### config.mk
export PLATFORM = sky130hd
export DESIGN_NAME = ex_muldiv
export DESIGN_NICKNAME = d
export VERILOG_FILES = /design/src/rtl/ex_muldiv.sv
export SDC_FILE = /design/constraint.sdc
export NUM_CORES = 1
export LEC_CHECK = 0
export ABC_AREA = 1
export CELL_PAD_IN_SITES_DETAIL_PLACEMENT = 0
export CELL_PAD_IN_SITES_GLOBAL_PLACEMENT = 1
export CORE_MARGIN = 1.5
export CORE_UTILIZATION = 41
export DETAILED_ROUTE_END_ITERATION = 8
export PLACE_DENSITY_LB_ADDON = 0.1
export SLEW_MARGIN = 20
export SYNTH_ARGS = -nofsm -noshare
export SYNTH_HDL_FRONTEND = slang
export SYNTH_SLANG_ARGS = --single-unit
### constraint.sdc
create_clock -name clk -period 10.7 [get_ports clk]
set_clock_uncertainty 0.15 [all_clocks]
set_input_delay 2.14 -clock clk [delete_from_list [all_inputs] [get_ports clk]]
set_output_delay 2.14 -clock clk [all_outputs]
set_load 0.01 [all_outputs]
### src/rtl/ex_muldiv.sv
// EX-stage multiply/divide unit with the architectural HI/LO registers: iterative shift-add multiply and restoring divide.
// Optional macro MULDIV_EARLY_OUT_EN ends a multiply once the remaining multiplier bits are all zero.
module ex_muldiv #(
  parameter int XLEN = 32
) (
  input  logic            clk,
  input  logic            rst,
  input  logic            iValid,
  input  logic [5:0]      iFun,
  input  logic [XLEN-1:0] iA,
  input  logic [XLEN-1:0] iB,
  input  logic            iFlush,
  output logic            oStall,
  output logic [XLEN-1:0] oHi,
  output logic [XLEN-1:0] oLo,
  output logic            oBusy,
  output logic            oDivZero
);

  typedef enum logic [1:0] {IDLE, BUSY, DONE} state_t;

  localparam logic [5:0] FUN_MTHI = 6'h11;
  localparam logic [5:0] FUN_MTLO = 6'h13;
  localparam int CW = $clog2(XLEN);

  state_t              state;
  logic [CW-1:0]       cnt;
  logic                isDiv, negRes, negRem;
  logic [2*XLEN-1:0]   accR;   // multiply: partial product; divide: {remainder, dividend/quotient}
  logic [2*XLEN-1:0]   opA;    // multiply: shifted multiplicand
  logic [XLEN-1:0]     opB;    // multiply: shifted multiplier; divide: divisor

  // MULT/MULTU/DIV/DIVU occupy 0x18..0x1B; bit 1 selects divide, bit 0 clear means signed.
  logic isMulDiv, opSigned, start, lastIter;
  logic [XLEN-1:0] magA, magB;

  assign isMulDiv = iValid && (iFun[5:2] == 4'b0110);
  assign opSigned = ~iFun[0];
  assign start    = (state == IDLE) && isMulDiv && !iFlush;
  assign magA     = (opSigned && iA[XLEN-1]) ? -iA : iA;
  assign magB     = (opSigned && iB[XLEN-1]) ? -iB : iB;

  // Reset gates the stall so the pipeline is released the moment rst rises.
  assign oStall = !rst && (start || (state == BUSY && !iFlush));

  logic [2*XLEN-1:0] stepAcc, stepA;
  logic [XLEN-1:0]   stepB, diff, resHi, resLo, quo, rem;
  logic [XLEN:0]     remShift;
  logic [2*XLEN-1:0] prod;

  // NOTE: every always_comb output gets a default first so no latch is inferred.
  always_comb begin
    stepAcc  = accR;
    stepA    = opA;
    stepB    = opB;
    remShift = {accR[2*XLEN-1:XLEN], accR[XLEN-1]};
    diff     = remShift[XLEN-1:0] - opB;
    if (isDiv) begin
      if (remShift >= {1'b0, opB}) stepAcc = {diff, accR[XLEN-2:0], 1'b1};
      else                         stepAcc = {remShift[XLEN-1:0], accR[XLEN-2:0], 1'b0};
    end else begin
      if (opB[0]) stepAcc = accR + opA;
      stepA = opA << 1;
      stepB = opB >> 1;
    end
  end

  always_comb begin
    prod = negRes ? -stepAcc : stepAcc;
    quo  = negRes ? -stepAcc[XLEN-1:0] : stepAcc[XLEN-1:0];
    rem  = negRem ? -stepAcc[2*XLEN-1:XLEN] : stepAcc[2*XLEN-1:XLEN];
    if (isDiv) begin
      resHi = rem;
      resLo = quo;
    end else begin
      resHi = prod[2*XLEN-1:XLEN];
      resLo = prod[XLEN-1:0];
    end
  end

`ifdef MULDIV_EARLY_OUT_EN
  assign lastIter = (&cnt) || (!isDiv && stepB == '0);
`else
  assign lastIter = &cnt;
`endif

  // NOTE: sequential state uses non-blocking assignments only, so every register samples pre-edge values.
  always_ff @(posedge clk or posedge rst) begin
    if (rst) begin
      state    <= IDLE;
      cnt      <= '0;
      isDiv    <= 1'b0;
      negRes   <= 1'b0;
      negRem   <= 1'b0;
      accR     <= '0;
      opA      <= '0;
      opB      <= '0;
      oHi      <= '0;
      oLo      <= '0;
      oBusy    <= 1'b0;
      oDivZero <= 1'b0;
    end else begin
      oDivZero <= 1'b0;
      case (state)
        IDLE: begin
          if (start) begin
            isDiv  <= iFun[1];
            negRes <= opSigned && (iA[XLEN-1] ^ iB[XLEN-1]);
            negRem <= opSigned && iA[XLEN-1];
            cnt    <= '0;
            opB    <= magB;
            if (iFun[1]) begin
              accR <= {{XLEN{1'b0}}, magA};
              opA  <= '0;
            end else begin
              accR <= '0;
              opA  <= {{XLEN{1'b0}}, magA};
            end
            if (iFun[1] && iB == '0) begin
              state    <= DONE;
              oDivZero <= 1'b1;
            end else begin
              state <= BUSY;
              oBusy <= 1'b1;
            end
          end else if (iValid && !iFlush && iFun == FUN_MTHI) begin
            oHi <= iA;
          end else if (iValid && !iFlush && iFun == FUN_MTLO) begin
            oLo <= iA;
          end
        end
        BUSY: begin
          if (iFlush) begin
            state <= IDLE;
            oBusy <= 1'b0;
          end else begin
            accR <= stepAcc;
            opA  <= stepA;
            opB  <= stepB;
            cnt  <= cnt + 1'b1;
            if (lastIter) begin
              state <= DONE;
              oBusy <= 1'b0;
              oHi   <= resHi;
              oLo   <= resLo;
            end
          end
        end
        DONE:    state <= IDLE;
        default: state <= IDLE;
      endcase
    end
  end

endmodule

### Yosys cells after proc, flatten, opt, wreduce, memory -nomap -nowiden

Cells that the tools add are included.
Widths: inputs -> output; s select.

| storage, ports and cells | value |
|---|---|
| output and inout bits | 67 |
| flip-flop bits (word level) | 236 |
| input port bits | 74 |
| word-level logic and storage cells | 113 |

| cells by class | value |
|---|---|
| reductions and logical operators | 26 |
| $lt $le $gt $ge | 1 |
| muxes and demuxes | 50 |
| add/sub/neg operators | 8 |
| bitwise operators | 2 |
| equality and inequality tests | 14 |

Operators by type and width:

| kind | count |
|---|---|
| $mux 32 | 20 |
| $mux 64 | 9 |
| $pmux 64 s2 | 2 |
| $pmux 32 s2 | 3 |
| $neg 32->32 | 4 |
| $add 64x64->64 | 1 |
| $neg 64->64 | 1 |
| $ge 33x32->1 | 1 |
| $logic_not 32->1 | 1 |
| $sub 32x32->32 | 1 |
| $ne 2x2->1 const B | 7 |
| $eq 6x5->1 const B | 2 |
| $logic_and 1x1->1 | 12 |
| $mux 5 | 2 |
| $pmux 5 s2 | 1 |
| $reduce_and 5->1 | 2 |
| $mux 2 | 4 |
| $reduce_and 4->1 | 2 |
| $mux 1 | 7 |
| $reduce_and 6->1 | 1 |
| $add 5x1->5 const B | 1 |
| $eq 4x3->1 const B | 1 |
| $ne 2x1->1 const B | 2 |
| $pmux 2 s2 | 1 |
| 11 further kinds | 13 |

### Logic depth before layout (Yosys ltp)

| logic depth | value |
|---|---|
| depth in word-level cells | 9 |
| mapped depth | 35 |
| gate-level depth less buffers | 35 |

### Worst setup path before layout

No wires, ideal clock.

| path | value |
|---|---|
| path kind | input to output |
| start point | input port iFlush |
| end point | output port oStall |
| path buffers | 2 |
| stages | 9 |
| arrival | 3,379 ps |
| required time | 8,410 ps |
| slack | 5,031 ps |
| cell sequence | inv_1 nand2_1 inv_1 nand4_1 inv_1 nor2_1 clkbuf_1 clkbuf_1 nor2_1 |

| on the way | value |
|---|---|
| cells in the longest elaborated chain, start to end | 4 |
| elaborated cells on any way between the ends | 5 |
| those cells by class | reduce/logical: 5 |

RTL lines:

| element | RTL line | RTL |
|---|---|---|
| from (decl) | 12 | `input logic iFlush,` |
| $logic_not 1->1 (*) | 39, 44 |  |
| $logic_and 1x1->1 (on tied branches) | 39, 44 |  |
| $logic_or 1x1->1 (*) | 44 | `assign oStall = !rst && (start \|\| (state == BUSY && !iFlush));` |
| $logic_and 1x1->1 (*) | 44 |  |
| to (decl) | 13 | `output logic oStall,` |

Mark *: on every way between the ends. The rest lies on a longest branch, timed or not.

### Final worst setup path

| path | value |
|---|---|
| start point | input port iFun[4] |
| end point | output port oStall |

| on the way | value |
|---|---|
| cells in the longest elaborated chain, start to end | 6 |

RTL lines:

| element | RTL line | RTL |
|---|---|---|
| from (decl) | 9 | `input logic [5:0] iFun,` |
| $eq 4x3->1 | 37 | `assign isMulDiv = iValid && (iFun[5:2] == 4'b0110);` |
| $logic_and 1x1->1 | 37 |  |
| $logic_and 1x1->1 (2 in a row) | 39 | `assign start = (state == IDLE) && isMulDiv && !iFlush;` |
| $logic_or 1x1->1 | 44 |  |
| $logic_and 1x1->1 | 44 |  |

Every way passes these cells.

==> results.json <==
{
  "met1_usage_pct": 50.6,
  "synthArstFlopShare_pct": 100,
  "fmax_mhz": 148,
  "synth_xor_area_share_pct": 2.22,
  "root_buffer": "clkbuf_16",
  "synth_top_cell_by_area": "dfrtp_1",
  "die_x_um": 247,
  "grt_pass1_vias": 25200,
  "clockBufferDepth": 3,
  "synthMuxAreaShare_pct": 0.0409,
  "postCtsSetupBuffers": 0,
  "design.die.area_um2": 61100,
  "irDropWorstVdd_v": 0.000136,
  "grt_max_degree": 185,
  "hold_ws_ns": 0.329,
  "grtUsageTotal_pct": 34.3,
  "post-route-drc-count": 0,
  "placed_cell_area_um2": 26500,
  "die_h_um": 247,
  "ys_seq_elements": 236,
  "cts_sinks": 236,
  "synth_top_family_by_area": "simple AND/OR/NAND/NOR gates",
  "io_pins": 141,
  "synth_compound_area_share_pct": 13.6,
  "synth_edf_count": 0,
  "final_util_pct": 46.8,
  "num_rows": 89,
  "worstSetupEndpointType": "output port",
  "synth_fa_ha_area_share_pct": 5.33,
  "syn_area_per_cell_um2": 5.74,
  "synth_warnings": 0,
  "crit_type": "input pin to output port",
  "clock_latency_ns": 0.62,
  "finalWeightedCongestion": 0.989,
  "tns_ns": 0,
  "htreeDepth": 1,
  "netlist_top_cells_area": "dfrtp_1, nand2_1, inv_1",
  "antenna_found_initial": 5,
  "worstPathRequired_ns": 8.41,
  "synth_area_um2": 24500,
  "ys_seq_area_share_pct": 24.2,
  "overflow": 0,
  "postLayoutCellArea_um2": 27600,
  "use_met2_pct": 49.1,
  "clk_pin_slew_worst_paths_ns": 0.06,
  "min_period_over_period_pct": 63.0,
  "ctsResizeCount": 0,
  "synth_top_area_share_pct": 24.2,
  "fin_cells": 5128,
  "syn-num-nets": 4436,
  "core_area_um2": 59000,
  "setup_viol": 0,
  "hold_violations": 0,
  "crit_start": "iFun[4]",
  "numCtsBuffers": 31,
  "fin_nets": 4506,
  "cts_tree": "built",
  "drt_iter0_markers": 2701,
  "via_count": 27500,
  "arrival_ns": 4.46,
  "critPathLaunchType": "input pin",
  "synth_flop_cell": "dfrtp_1",
  "rsz0062_at_grt": "false",
  "grt_first_pass_wirelength_um": 157000,
  "place_inst": 5069,
  "drive_above_1_share_pct": 4.32,
  "start_util_pct": 41.4,
  "reg2reg_from": "opB[0]$_DFFE_PP0P_",
  "fillers": 6589,
  "period_needed_ns": 6.75,
  "worst_pin_slew_ns": 1.05,
  "max-slew-margin-rel_pct": 29.4,
  "finalWirelength_um": 106000,
  "yosys.area_share.simple_pct": 41.8,
  "drv_slew": 0,
  "synthCells": 4259,
  "wl_per_cell_um": 20.7,
  "outcome": "finished clean",
  "synth_common_cells": "nand2_1, inv_1, nor2_1",
  "dp_hpwl_um": 84700,
  "synth.distinct_cells": 58,
  "ant_nets": 0,
  "port_buffers": 140,
  "hp-class": "register to register",
  "p_leak_nw": 14.6,
  "synth_most_common_cell": "nand2_1",
  "max_cap_violations": 0,
  "vias_per_cell": 5.36,
  "area_growth_pct": 13.1,
  "gr-usage-met3_pct": 7.59,
  "worst-path-max-fanout": 11,
  "grt-busiest-layer": "met1",
  "holdBufCountCts": 0,
  "power_density_nw_per_um2": 263,
  "min_from": "oBusy$_DFFE_PP0P_",
  "firstDrtPassIters": 7
}
cell families after synthesis:
| group | after synthesis |
|---|---|
| buffers and inverters | 825 |
| muxes | 1 |
| adders and majority gates | 103 |
| and+or+nand+nor | 2452 |
| AOI/OAI and AO/OA | 580 |
| DFF | 236 |
| xor gates and xnor gates | 62 |
worst max-delay path, cell delays in order:
cell and delay (ns):
clkdlybuf4s50_1 0.45, inv_1 0.03, nor2_1 0.08, inv_1 0.06, nor2_1 0.09, nand4_1 0.41, inv_1 0.42, nor2_4 0.12
nor2_1 0.12, clkdlybuf4s50_1 0.54
through the flow:
step / worst slack (ns) / total power, mW
2_1_floorplan: 1.94 / 4.36
3_3_place_gp: 3.97 / 5.98
3_5_place_dp: 3.95 / 5.98
4_1_cts: 3.95 / 7.16
5_1_grt: 3.73 / 7.81
6_report: 3.95 / 7.27
per-layer routing:
metal	wire length, µm	vias up	part of all wire [%]
met3	10300	149	9.7
li1	-	13700	-
met4	3480	6	3.3
met1	49600	12600	47
met5	38	-	0.036
met2	42700	1081	40
cell usage in the layout (no fill, tap or decap), types with 4 or more instances in the layout:
cell and n:
nand2_2 24, xor2_1 44, nor4_1 10, or2_2 11, o21ai_1 15, clkdlybuf4s50_1 140
o21bai_1 8, nand3_2 8, clkinv_2 9, o21ai_0 150, bufinv_16 6, xnor2_1 18
a22oi_1 29, o221ai_1 21, a31oi_1 29, o211ai_1 19, nor2_1 459, o22ai_1 34
nand3b_1 8, nor3_1 44, nor2_2 24, a21oi_2 9, buf_4 22, a21oi_1 241
inv_2 11, clkbuf_16 31, a22o_1 4, nand4_1 50, nand2_1 1430, and2_1 6
nor2_4 8, dfrtp_1 234, ha_1 101, inv_1 683, o31ai_1 5, nand3_1 361
final timing paths:
| path | cells after the start | endpoint | slack (ns) |
|---|---|---|---|
| max | 10 | oStall | 3.95 |
| min | 2 | oBusy$_DFFE_PP0P_ | 0.33 |
| max reg2reg | 29 | oHi[0]$_DFFE_PP0P_ | 4.97 |
| min reg2reg | 2 | oBusy$_DFFE_PP0P_ | 0.33 |
| max in group asynchronous | 3 | isDiv$_DFFE_PP0P_ | 6.88 |
| min in group asynchronous | 2 | opB[19]$_DFFE_PP0P_ | 1.90 |
final cells by class:
cell class                      instances  area [µm²]  share of cell area, %
Inverter                              699        2630                   9.53
Tap cell                              773         967                   3.50
Timing Repair Buffer                  163        1590                   5.74
Antenna cell                            2        5.00                 0.0181
Multi-Input combinational cell       3198       15400                   55.8
Sequential cell                       236        5910                   21.4
Clock inverter                         21         285                   1.03
Clock buffer                           36         825                   2.98
flip-flops by register name, indices dropped and copies added (netlist names):
name      cells
oDivZero      1
opA          64
state         2
isDiv         1
negRes        1
negRem        1
oBusy         1
cnt           5
oHi          32
oLo          32
accR         64
opB          32
power breakdown:
group          total, mW  switching (mW)  internal [mW]
Combinational       4.64            3.23           1.40
Sequential          1.47           0.337           1.13
Clock               1.16           0.462          0.698
Total               7.27            4.03           3.23
(Power assumes the default switching activity.)
